### config.mk
export PLATFORM = sky130hd
export DESIGN_NAME = time_date_counter
export DESIGN_NICKNAME = d
export VERILOG_FILES = /design/src/rtl/time_date_counter.sv
export SDC_FILE = /design/constraint.sdc
export NUM_CORES = 1
export LEC_CHECK = 0
export ABC_CLOCK_PERIOD_IN_PS = 3900
export CORE_MARGIN = 3
export CORE_UTILIZATION = 45
export CTS_BUF_LIST = sky130_fd_sc_hd__clkbuf_16
export DETAILED_ROUTE_END_ITERATION = 6
export PLACE_DENSITY_LB_ADDON = 0.25
export SLEW_MARGIN = 40
export SYNTH_ARGS = -nofsm -noshare
export SYNTH_HDL_FRONTEND = slang
export SYNTH_SLANG_ARGS = --single-unit
### constraint.sdc
create_clock -name clk -period 3.9 [get_ports clk]
set_input_delay 0.585 -clock clk [delete_from_list [all_inputs] [get_ports clk]]
set_output_delay 0.585 -clock clk [all_outputs]
set_load 0.01 [all_outputs]
### src/rtl/time_date_counter.sv
// Seconds-through-years timekeeping register file (century 2000-2099).
// It advances on the 1 Hz strobe in run mode and takes single-step field edits in set mode.
module time_date_counter #(
    parameter int RST_YEAR  = 0,
    parameter int RST_MONTH = 1,
    parameter int RST_DAY   = 1
) (
    input  logic       clk,
    input  logic       rst,
    input  logic       tick_1hz,
    input  logic       run,
    input  logic       up_s,
    input  logic       down_s,
    input  logic       up_m,
    input  logic       down_m,
    input  logic       up_h,
    input  logic       down_h,
    input  logic       up_d,
    input  logic       down_d,
    input  logic       up_mo,
    input  logic       down_mo,
    input  logic       up_y,
    input  logic       down_y,
    output logic [5:0] sec,
    output logic [5:0] min,
    output logic [4:0] hour,
    output logic [4:0] day,
    output logic [3:0] month,
    output logic [6:0] year,
    output logic       century_wrap
);

    logic [5:0]  r_sec, r_min;
    logic [4:0]  r_hour, r_day;
    logic [3:0]  r_month;
    logic [6:0]  r_year;
    logic        r_cw;
    logic [11:0] r_prev;

    logic [5:0]  w_sec_n, w_min_n;
    logic [4:0]  w_hour_n, w_day_n;
    logic [3:0]  w_month_n;
    logic [6:0]  w_year_n;
    logic        w_cw_n;
    logic [11:0] w_adj, w_edge;
    logic [5:0]  w_up, w_dn;
    logic        w_found;
    logic [4:0]  w_dim;

    function automatic logic [4:0] f_dim(input logic [3:0] mo, input logic [6:0] yr);
        case (mo)
            4'd4, 4'd6, 4'd9, 4'd11: f_dim = 5'd30;
            4'd2:                    f_dim = (yr[1:0] == 2'b00) ? 5'd29 : 5'd28;
            default:                 f_dim = 5'd31;
        endcase
    endfunction

    // Range-wrapping steps; the >=/> forms pull a forced out-of-range value back into range.
    function automatic logic [6:0] f_up(input logic [6:0] v, input logic [6:0] lo,
                                        input logic [6:0] hi);
        f_up = (v >= hi) ? lo : v + 7'd1;
    endfunction

    function automatic logic [6:0] f_dn(input logic [6:0] v, input logic [6:0] lo,
                                        input logic [6:0] hi);
        f_dn = (v <= lo || v > hi) ? hi : v - 7'd1;
    endfunction

    // Field f owns bits {down, up} at [2f+1 : 2f], f=0 is seconds (highest priority).
    assign w_adj  = {down_y, up_y, down_mo, up_mo, down_d, up_d,
                     down_h, up_h, down_m, up_m, down_s, up_s};
    assign w_edge = w_adj & ~r_prev;
    assign w_dim  = f_dim(r_month, r_year);

    always_comb begin
        w_up    = '0;
        w_dn    = '0;
        w_found = 1'b0;
        for (int f = 0; f < 6; f++) begin
            if (!w_found && (w_edge[2*f] || w_edge[2*f+1])) begin
                w_found = 1'b1;
                w_up[f] = w_edge[2*f] & ~w_edge[2*f+1];
                w_dn[f] = w_edge[2*f+1] & ~w_edge[2*f];
            end
        end
    end

    always_comb begin
        w_sec_n   = r_sec;
        w_min_n   = r_min;
        w_hour_n  = r_hour;
        w_day_n   = r_day;
        w_month_n = r_month;
        w_year_n  = r_year;
        w_cw_n    = 1'b0;
        if (run) begin
            if (tick_1hz) begin
                w_sec_n = 6'(f_up(7'(r_sec), 7'd0, 7'd59));
                if (r_sec >= 6'd59) begin
                    w_min_n = 6'(f_up(7'(r_min), 7'd0, 7'd59));
                    if (r_min >= 6'd59) begin
                        w_hour_n = 5'(f_up(7'(r_hour), 7'd0, 7'd23));
                        if (r_hour >= 5'd23) begin
                            w_day_n = 5'(f_up(7'(r_day), 7'd1, 7'(w_dim)));
                            if (r_day >= w_dim) begin
                                w_month_n = 4'(f_up(7'(r_month), 7'd1, 7'd12));
                                if (r_month >= 4'd12) begin
                                    w_year_n = f_up(r_year, 7'd0, 7'd99);
                                    w_cw_n   = (r_year >= 7'd99);
                                end
                            end
                        end
                    end
                end
            end
        end else begin
            if (w_up[0]) w_sec_n = 6'(f_up(7'(r_sec), 7'd0, 7'd59));
            if (w_dn[0]) w_sec_n = 6'(f_dn(7'(r_sec), 7'd0, 7'd59));
            if (w_up[1]) w_min_n = 6'(f_up(7'(r_min), 7'd0, 7'd59));
            if (w_dn[1]) w_min_n = 6'(f_dn(7'(r_min), 7'd0, 7'd59));
            if (w_up[2]) w_hour_n = 5'(f_up(7'(r_hour), 7'd0, 7'd23));
            if (w_dn[2]) w_hour_n = 5'(f_dn(7'(r_hour), 7'd0, 7'd23));
            if (w_up[3]) w_day_n = 5'(f_up(7'(r_day), 7'd1, 7'(w_dim)));
            if (w_dn[3]) w_day_n = 5'(f_dn(7'(r_day), 7'd1, 7'(w_dim)));
            if (w_up[4]) w_month_n = 4'(f_up(7'(r_month), 7'd1, 7'd12));
            if (w_dn[4]) w_month_n = 4'(f_dn(7'(r_month), 7'd1, 7'd12));
            if (w_up[5]) w_year_n = f_up(r_year, 7'd0, 7'd99);
            if (w_dn[5]) w_year_n = f_dn(r_year, 7'd0, 7'd99);
            // A shorter new month (or a non-leap February) pulls the day down to its last day.
            if ((w_up[5:4] != 2'b00) || (w_dn[5:4] != 2'b00)) begin
                if (r_day > f_dim(w_month_n, w_year_n))
                    w_day_n = f_dim(w_month_n, w_year_n);
            end
        end
    end

    always_ff @(posedge clk) begin
        if (rst) begin
            r_sec   <= '0;
            r_min   <= '0;
            r_hour  <= '0;
            r_day   <= 5'(RST_DAY);
            r_month <= 4'(RST_MONTH);
            r_year  <= 7'(RST_YEAR);
            r_cw    <= 1'b0;
            r_prev  <= '0;
        end else begin
            r_sec   <= w_sec_n;
            r_min   <= w_min_n;
            r_hour  <= w_hour_n;
            r_day   <= w_day_n;
            r_month <= w_month_n;
            r_year  <= w_year_n;
            r_cw    <= w_cw_n;
            r_prev  <= w_adj;
        end
    end

    assign sec          = r_sec;
    assign min          = r_min;
    assign hour         = r_hour;
    assign day          = r_day;
    assign month        = r_month;
    assign year         = r_year;
    assign century_wrap = r_cw;

endmodule

After elaboration in Yosys (flattened, before gate mapping)
Index checks and enable logic that the tools add are counted.
{"block": "totals", "input_bits": 16, "reg_bits": 46, "output_inout_bits": 34, "word_cells": 213}
{"block": "classes", "reduce_logical": 41, "bitwise_logic": 33, "add_sub_neg": 12, "muxes": 78, "n_lt_le_gt_ge": 24, "eq_ne": 16}
{"cell": "$mux 5", "n": 21}
{"cell": "$mux 7", "n": 12}
{"cell": "$mux 6", "n": 13}
{"cell": "$mux 4", "n": 11}
{"cell": "$ge 6x6->1 const B", "n": 4}
{"cell": "$mux 1", "n": 19}
{"cell": "$not 1->1", "n": 19}
{"cell": "$eq 4x3->1 const B", "n": 4}
{"cell": "$eq 4x4->1 const B", "n": 4}
{"cell": "$logic_or 1x1->1", "n": 13}
{"cell": "$add 6x1->6 const B", "n": 2}
{"cell": "$and 1x1->1", "n": 12}
{"cell": "$and 12x12->12", "n": 1}
{"cell": "$gt 6x6->1 const B", "n": 2}
{"cell": "$le 6x1->1 const B", "n": 2}
{"cell": "$not 12->12", "n": 1}
{"cell": "$reduce_bool 3->1", "n": 4}
{"cell": "$sub 6x1->6 const B", "n": 2}
{"cell": "$add 5x1->5 const B", "n": 2}
{"cell": "$ge 5x5->1", "n": 2}
{"cell": "$ge 5x5->1 const B", "n": 2}
{"cell": "$gt 5x5->1", "n": 2}
{"cell": "$le 5x1->1 const B", "n": 2}
{"cell": "$ne 2x1->1 const B", "n": 5}
{"cell": "other kinds (27)", "n": 43}

Depth between registers and ports, before layout
Gate-level depths: netlist (run 1).
{"block": "logic_depth", "depth_word": 31, "ltp_mapped": 17, "ltp_nobuf": 16}

Worst setup path before layout (run 1)
Ideal clock, no wire load.
{"block": "synth_timing", "path_type": "in2reg", "startpoint": "input up_d", "endpoint": "register r_day[0], in the netlist day[0]", "path_stages": 13, "t_arrival_ns": 2.956, "setup_ns": 0.087, "n_path_buf": 0, "required_time_ns": 3.813, "setup_slack_ns": 0.857, "path_cell_list": "and2b_1 -> nor4_4 -> and4_1 -> o32a_1 -> o31ai_1 -> nor3b_1 -> ha_1 -> nor2b_1 -> o21ai_0 -> a21oi_1 -> a2111oi_0 -> nor3_1 -> o31ai_1"}
{"block": "synth_via", "elab_chain_cells": 22, "word_cells_on_any_way": 44, "classes_between": "1 x order compare; 5 x eq/ne; 23 x mux; 4 x bitwise; 11 x reduce/logical"}
{"element": "start: declaration", "line": "18", "source": "input logic up_d,"}
{"element": "$and 12x12->12 (*)", "line": "72", "source": "assign w_edge = w_adj & ~r_prev;"}
{"element": "$logic_or 1x1->1", "line": "80", "source": "if (!w_found && (w_edge[2*f] || w_edge[2*f+1])) begin"}
{"element": "$logic_and 1x1->1", "line": "80"}
{"element": "$mux 1", "line": "80"}
{"element": "$logic_not 1->1", "line": "80"}
{"element": "$logic_and 1x1->1", "line": "80"}
{"element": "$mux 1", "line": "80"}
{"element": "$logic_not 1->1", "line": "80"}
{"element": "[6 not listed]"}
{"element": "$mux 1", "line": "53", "source": "4'd2: f_dim = (yr[1:0] == 2'b00) ? 5'd29 : 5'd28;"}
{"element": "$pmux 2 s2", "line": "51", "source": "case (mo)"}
{"element": "$mux 5", "line": "130", "source": "if ((w_up[5:4] != 2'b00) || (w_dn[5:4] != 2'b00)) begin"}
{"element": "$mux 5", "line": "96", "source": "if (run) begin"}
{"element": "$gt 5x5->1", "line": "131", "source": "if (r_day > f_dim(w_month_n, w_year_n))"}
{"element": "$mux 5", "line": "131"}
{"element": "$mux 5 (*)", "line": "130"}
{"element": "$mux 5 (*)", "line": "96"}
{"element": "end signal: assignment", "line": "142", "source": "r_day <= 5'(RST_DAY);"}
{"element": "end signal: assignment", "line": "151", "source": "r_day <= w_day_n;"}
{"element": "end: declaration", "line": "34", "source": "logic [4:0] r_hour, r_day;"}
Mark *: on every way between the ends. The rest lies on a longest branch, timed or not. The select of a mux whose other input is x is not followed.
A chain may end at the register's enable or synchronous reset.

Final worst setup path (run 1)
{"block": "layout_timing", "startpoint": "input down_h", "endpoint": "register r_day[0], in the netlist day[0]"}
{"block": "layout_via", "elab_chain_cells": 25, "word_cells_on_any_way": 44, "classes_between": "1 x order compare; 5 x eq/ne; 24 x mux; 1 x bitwise; 13 x reduce/logical"}
{"element": "start: declaration", "line": "17", "source": "input logic down_h,"}
{"element": "$and 12x12->12 (*)", "line": "72"}
{"element": "$logic_or 1x1->1 (*)", "line": "80"}
{"element": "$logic_and 1x1->1 (*)", "line": "80"}
{"element": "$mux 1 (*)", "line": "80"}
{"element": "$logic_not 1->1", "line": "80"}
{"element": "$logic_and 1x1->1", "line": "80"}
{"element": "$mux 1", "line": "80"}
{"element": "$logic_not 1->1", "line": "80"}
{"element": "[9 not listed]"}
{"element": "$mux 1", "line": "53"}
{"element": "$pmux 2 s2", "line": "51"}
{"element": "$mux 5", "line": "130"}
{"element": "$mux 5", "line": "96"}
{"element": "$gt 5x5->1", "line": "131"}
{"element": "$mux 5", "line": "131"}
{"element": "$mux 5 (*)", "line": "130"}
{"element": "$mux 5 (*)", "line": "96"}
Marked as above.

==> results of run 1 <==
==> area by class of cell <==
| class | count | share of cell area [%] |
|---|---|---|
| clock buffer | 5 | 2.60 |
| clock inverter | 2 | 0.701 |
| inverter | 27 | 2.10 |
| multi-input combinational | 443 | 60.7 |
| sequential | 46 | 19.1 |
| tap | 105 | 2.73 |
| timing repair buffer | 61 | 12.0 |
==> worst max-delay path by stage <==
stage | slack (ns) | end | cells after the start | from
after floorplan | 0.86 | day[0] | 13 | up_d
after global placement | 0.16 | day[0] | 14 | down_s
after CTS | 0.16 | day[0] | 14 | up_s
final | 0.10 | day[0] | 14 | down_h
after detailed placement | -0.04 | day[0] | 14 | down_s
after global routing | -0.02 | day[0] | 14 | up_s
==> power by group through the flow <==
stage               logic (uW)  registers, uW  clock network (uW)
floorplan                  200            522                   0
global placement           283            533                   0
detailed placement         288            533                   0
CTS                        290            523                 484
global route               327            528                 506
finish                     296            523                 477
==> cell usage in the layout (no fill, tap or decap), drive strengths merged, types with 13 or more instances in the layout <==
| cell type | count |
|---|---|
| clkdlybuf4s50 | 49 |
| nor2 | 48 |
| nand2b | 13 |
| nand2 | 40 |
| o21ai | 35 |
| nor2b | 26 |
| ha | 21 |
| a21oi | 45 |
| nand3 | 24 |
| dfxtp | 46 |
| nor3 | 23 |
| inv | 27 |
==> per-layer routing <==
layer  track usage (%)  vias to the layer above  share of wire (%)
li1                  -                     2114                  -
met1              30.7                     2029                 48
met2              35.2                      152                 46
met5                 0                        -                  0
met4              4.15                        0                1.0
met3              2.49                       11                5.7
==> worst max-delay path: cells and delay by family <==
family                   cells  cell delay (ns)
AO/OA/AOI/OAI                6             1.55
AND/OR/NAND/NOR              5             0.87
buffers and inverters        2             0.71
adder cells (fa/ha/maj)      1             0.29
==> stage by stage <==
stage	cell area, sq um	power [uW]	TNS [ns]	setup slack [ns]	util, %
6_report	4820	1300	0	0.101	56.9
3_5_place_dp	4630	821	-0.0372	-0.0372	54.7
5_1_grt	4820	1360	-0.0244	-0.0244	56.9
3_3_place_gp	4630	815	0	0.158	54.7
2_1_floorplan	4040	722	0	0.857	-
4_1_cts	4790	1300	0	0.164	56.6
==> registers in the layout, indices dropped and copies added, names as in the netlist <==
register	count
day	5
century_wrap	1
month	4
year	7
hour	5
min	6
sec	6
r_prev	12
==> timing repair <==
| item | 4_1_cts | 5_1_grt |
|---|---|---|
| gates resized for setup | 0 | 5 |
| hold buffers | 0 | 0 |
| setup endpoints to repair | 0 | 2 |
==> logic make-up after synthesis <==
kind of cell | after synthesis | synth area share [%]
and+or+nand+nor | 234 | 31.8
xor gates and xnor gates | 8 | 1.73
AOI/OAI and AO/OA | 173 | 29.8
muxes | 7 | 1.76
adders and majority gates | 21 | 6.50
buffers and inverters | 54 | 5.60
DFF | 46 | 22.8
==> flow_summary.json, run 1 <==
{
  "status": "finished, final reports clean",
  "route.detailed.vias_per_inst": 6.25,
  "clkTransAtPathRegs_ns": 0.07,
  "chipHeight_um": 101,
  "setup.worst_path.end_class": "flop",
  "worst_hold_path.num_cells": 2,
  "final.min_clock_period_ns": 3.80,
  "cellLeakagePower_uw": 0.00169,
  "tightest_slew_ns": 0.749,
  "cts_sinks": 46,
  "setup_slack_on_the_worst_flop_to_flop_path_ns": 0.32,
  "postSynthRegisterBits": 46,
  "final_net_count": 621,
  "peakVddDrop_uv": 162,
  "synth_cell_type_count": 74,
  "p_clk_share_pct": 36.8,
  "grt_max_degree": 49,
  "worst-endpoint-required_ns": 4.10,
  "timing.final.hold_violations": 0,
  "antenna_found_initial": 0,
  "drt-initial-drc-count": 241,
  "sequential_to_total_area_share_from_yosys_stat_pct": 22.8,
  "power.density_mw_per_mm2": 269,
  "timing.hold.ws_ns": 0.570,
  "critical_path.reg2reg.endpoint": "day[0]",
  "post_synth_most_frequent_cells": "sky130_fd_sc_hd__nor2_1 (48), sky130_fd_sc_hd__dfxtp_1 (46), sky130_fd_sc_hd__a21oi_1 (45), sky130_fd_sc_hd__nand2_1 (40), sky130_fd_sc_hd__o21ai_0 (35)",
  "p_int_uw": 915,
  "worst_clock_skew_ns": 0.00696,
  "dpl.cell_count": 682,
  "gr-total-overflow": 0,
  "max-slew-margin-rel_pct": 49.7,
  "post-route-period-util_pct": 97.4,
  "io-pin-count": 50,
  "final-seq-area_sq_um": 921,
  "critPathSlowestCell": "sky130_fd_sc_hd__a2111oi_1",
  "postRouteWirelength_um": 11100,
  "synth_top_flop_cell": "sky130_fd_sc_hd__dfxtp_1",
  "share_of_layout_cells_above_drive_strength_1_pct": 7.71,
  "worst_ep_arrival_time_ns": 3.99,
  "yosysMostFrequentCell": "sky130_fd_sc_hd__nor2_1",
  "drv_slew": 0,
  "portBuffers": 49,
  "cts_tree": "yes",
  "max-clock-path-buffers": 2,
  "holdPathEnd": "min[1]",
  "post_synth_instance_area_sq_mm": 0.00404,
  "worstPathCellList": "clkdlybuf4s50_1 -> nand2b_1 -> nand3_1 -> buf_4 -> a2111oi_1 -> a31oi_2 -> nor3b_2 -> ha_1 -> nor2b_1 -> o21ai_0 -> a21oi_2 -> a2111oi_0 -> nor3_1 -> o31ai_1",
  "global_route.usage.total_pct": 21.6,
  "netSwitchingPower_uw": 381,
  "final_setup_violation_count": 0,
  "detail_route.first_pass.iterations": 5,
  "synth_area_leaders": "sky130_fd_sc_hd__dfxtp_1 (23%), sky130_fd_sc_hd__ha_1 (6.5%), sky130_fd_sc_hd__a21oi_1 (5.6%), sky130_fd_sc_hd__nor2_1 (4.5%), sky130_fd_sc_hd__o21ai_0 (4.3%)",
  "drt.antenna.violating_nets": 0,
  "crit_path_max_fanout": 8,
  "max_cap_violations": 0,
  "globalplace.congestion": 0.976,
  "number_of_flops_mapped_to_enable_cells_by_yosys": 0,
  "max_clock_freq_ghz": 0.263,
  "timing.critical_path.from_type": "input port",
  "synth_largest_area_cell": "sky130_fd_sc_hd__dfxtp_1",
  "hold_path_start": "min[1]",
  "route.vias.total": 4306,
  "rr_startpoint": "month[0]",
  "syn-instance-count": 543,
  "rows": 33,
  "synth_area_per_cell_sq_um": 7.44,
  "synth-warning-count": 0,
  "die_width_um": 101,
  "routed_wire_length_per_instance_um": 16.1,
  "antenna-diode-count": 0,
  "synth_largest_type_area_fraction_pct": 22.8,
  "post_cts_buffers": 0,
  "combinationalPowerShare_pct": 22.8,
  "worstRegToRegCells": 14,
  "slowest_delay_ns": 0.54,
  "mappedNetlistNets": 580,
  "clk_root_buffer_cell": "sky130_fd_sc_hd__clkbuf_16",
  "multi_input_comb_area_sq_mm": 0.00293,
  "critPathKind": "input port to flop",
  "finish.cell_count_without_fillers": 689,
  "global_route_wire_length_before_repair_um": 18300,
  "initial_core_util_pct": 47.8,
  "grt_pass1_vias": 3867,
  "dieArea_sq_mm": 0.0102,
  "worst_hold_path_type": "flop to flop",
  "fillers": 817,
  "synth_async_sr_flop_share_pct": 0,
  "place_hpwl_um": 8010,
  "cts-htree-levels": 2,
  "drc_errors": 0,
  "floorplan.core_area_sq_mm": 0.00846,
  "seqPwrFrac_pct": 40.4,
  "swShare_pct": 29.4,
  "synthToLayoutAreaGrowth_pct": 19.2,
  "cts_made_buffers": 5,
  "clk-insertion-delay-late_ns": 0.28
}
Power figures use the tool's default switching activity.
==> run 2, diff against run 1 <==
Settings changed: CAP_MARGIN set to 20.
==> results of run 2 <==
Final layout, timing and power as in run 1 (identical DEF).
==> run 3, diff against run 2 <==
Settings changed: CORE_UTILIZATION 45 to 33.
==> run 3 against run 2 <==
  * Die area is 34% higher
  * Sequential power hardly changed
  * Clock-buffer cell count stayed put
  * Clock skew is 0.0027 ns lower
  * Final cell count is 6.2% higher
  * Combinational power is 2% higher
  * Design area is 1.3% higher
  * Via count is 1.0% lower
  * Routed wire length is 1.4% higher
  * Register-to-register slack better by 0.25 ns
  * Largest cell class unchanged
==> flow_summary.json, run 3 (synthesized netlist as in run 1, its figures left out) <==
{
  "cts-htree-levels": 2,
  "cts_made_buffers": 5,
  "mostFrequentLayoutCell": "sky130_fd_sc_hd__clkdlybuf4s50_1",
  "place_hpwl_um": 8360,
  "rr_startpoint": "month[0]",
  "final_net_count": 626,
  "status": "finished, final reports clean",
  "timing.final.hold_violations": 0,
  "rsz0062_at_grt": "false",
  "max-clock-path-buffers": 2,
  "combinationalPowerShare_pct": 24.5,
  "postRouteWirelength_um": 11300,
  "drt.antenna.violating_nets": 0,
  "cellLeakagePower_uw": 0.00171,
  "tightest_slew_ns": 0.857,
  "clkTransAtPathRegs_ns": 0.06,
  "final_setup_violation_count": 0,
  "drv_slew": 0,
  "rows": 39,
  "die_width_um": 117,
  "floorplan.core_area_sq_mm": 0.0117,
  "grt_pass1_vias": 3862,
  "worstPathCellList": "clkdlybuf4s50_1 -> nor2b_1 -> nor4_4 -> a31oi_1 -> a311o_1 -> a31oi_1 -> a21oi_1 -> nor2_1 -> ha_1 -> a21oi_1 -> o21ai_0 -> a21oi_2 -> a2111oi_0 -> nor3_1 -> o31ai_1",
  "grt_max_degree": 20,
  "worstPathBufferInverterCount": 1,
  "worst_ep_arrival_time_ns": 3.73,
  "drt-initial-drc-count": 324,
  "netSwitchingPower_uw": 383,
  "antenna_found_initial": 0,
  "max-slew-margin-rel_pct": 42.1,
  "drc_errors": 0,
  "largest_register_ff_count": 12,
  "cts_tree": "yes",
  "power.density_mw_per_mm2": 253,
  "p_int_uw": 851,
  "chipHeight_um": 117,
  "peakVddDrop_uv": 144,
  "global_route_wire_length_before_repair_um": 18600,
  "timing.critical_path.from_type": "input port",
  "detail_route.first_pass.iterations": 5,
  "worst_hold_path_type": "flop to flop",
  "io-pin-count": 50,
  "globalplace.congestion": 0.924,
  "route.detailed.vias_per_inst": 5.82,
  "synthToLayoutAreaGrowth_pct": 20.7,
  "initial_core_util_pct": 34.5,
  "placement.setup.worst_slack_ns": -0.00260,
  "cts_sinks": 46,
  "worst-endpoint-required_ns": 4.07,
  "share_of_layout_cells_above_drive_strength_1_pct": 8.66,
  "cp_top_family": "compound AO/OA/AOI/OAI gates",
  "routed_wire_length_per_instance_um": 15.4,
  "critPathSlowestCell": "sky130_fd_sc_hd__nor4_4",
  "portBuffers": 49,
  "fillers": 1205,
  "global_route.usage.total_pct": 16.5,
  "timing.final.ws_setup_ns": 0.335,
  "critPathKind": "input port to flop",
  "timing.critical_path.from": "up_m",
  "clk-insertion-delay-late_ns": 0.29,
  "post-route-period-util_pct": 91.4,
  "max_clock_freq_ghz": 0.281,
  "crit_path_max_fanout": 8,
  "hold_path_start": "year[4]",
  "setup.worst_path.end_class": "flop",
  "gr-total-overflow": 0,
  "top_register": "r_prev",
  "most-common-layout-cells": "sky130_fd_sc_hd__clkdlybuf4s50_1 (49), sky130_fd_sc_hd__nor2_1 (48), sky130_fd_sc_hd__dfxtp_1 (46), sky130_fd_sc_hd__a21oi_1 (44), sky130_fd_sc_hd__nand2_1 (40)",
  "slowest_delay_ns": 0.49,
  "swShare_pct": 31.0,
  "finalCoreUtilization_pct": 41.7,
  "max_cap_violations": 0,
  "dieArea_sq_mm": 0.0136,
  "route.vias.total": 4262,
  "worst_clock_skew_ns": 0.00421,
  "final.min_clock_period_ns": 3.57,
  "hold_buffers": 0,
  "seqPwrFrac_pct": 42.3,
  "antenna-diode-count": 0,
  "p_clk_share_pct": 33.2,
  "clk_root_buffer_cell": "sky130_fd_sc_hd__clkbuf_16"
}
-- run 3: changes by cell type in the layout (fill, tap and decap cells not counted), sizes merged --
cell | previous run | this run
buf | 12 | 17
inv | 27 | 29
clkinv | 1 | 0
bufinv | 1 | 0
-- run 3: worst paths after layout --
check	end	slack (ns)	cells past startpoint
worst min-delay path	year[4]	0.57	1
worst max-delay path	day[0]	0.33	15
worst max register to register	day[0]	0.57	16
worst min register to register	year[4]	0.57	1
-- run 3: power by group through the flow --
stage / Combinational, uW / Sequential [uW] / Clock, uW
after floorplan: 200 / 522 / 0
after global placement: 291 / 531 / 0
after detailed placement: 294 / 532 / 0
after CTS: 295 / 521 / 424
after global routing: 337 / 526 / 444
final: 303 / 522 / 410
-- run 3: repair_timing --
| item | 4_1_cts | 5_1_grt |
|---|---|---|
| resized for setup | 0 | 8 |
| setup endpoints to repair | 0 | 2 |
| setup buffers | 0 | 3 |
-- run 3: per-layer routing --
layer	vias to the layer above	global-route usage, %	wire, um
met5	-	0	0
met4	0	4.13	123
met3	8	2.23	454
met2	97	27.6	5380
met1	2025	22.6	5300
li1	2132	-	-
-- run 3: worst reg2reg max path, cell delays in order (launching register included) --
cell	delay [ns]
sky130_fd_sc_hd__dfxtp_1	0.46
sky130_fd_sc_hd__inv_1	0.17
sky130_fd_sc_hd__ha_1	0.29
sky130_fd_sc_hd__nor2_1	0.09
sky130_fd_sc_hd__o21ai_0	0.10
sky130_fd_sc_hd__a2111oi_1	0.38
sky130_fd_sc_hd__a31oi_1	0.12
sky130_fd_sc_hd__buf_4	0.18
sky130_fd_sc_hd__nor3_1	0.26
sky130_fd_sc_hd__nor2_1	0.09
sky130_fd_sc_hd__ha_1	0.27
sky130_fd_sc_hd__a21oi_1	0.12
sky130_fd_sc_hd__o21ai_0	0.12
sky130_fd_sc_hd__a21oi_2	0.19
sky130_fd_sc_hd__a2111oi_0	0.09
sky130_fd_sc_hd__nor3_1	0.18
sky130_fd_sc_hd__o31ai_1	0.10
-- run 3: stage by stage --
stage	total power (uW)	instance area (sq um)	instances	TNS [ns]	hold slack [ns]
finish	1230	4880	732	0	0.574
global placement	822	4690	722	0	0.555
CTS	1240	4820	729	0	0.561
detailed placement	825	4690	722	-0.00260	0.552
global route	1310	4880	732	0	0.611
floorplan	722	4040	543	0	0.550
-- run 3: final cells by class --
class / instances / area [sq um] / share of cell area, %
clock buffer: 5 / 125 / 2.56
timing repair buffer: 66 / 618 / 12.7
inverter: 27 / 101 / 2.08
clock inverter: 2 / 7.51 / 0.154
multi-input combinational: 443 / 2930 / 60.0
sequential: 46 / 921 / 18.9
tap: 143 / 179 / 3.67
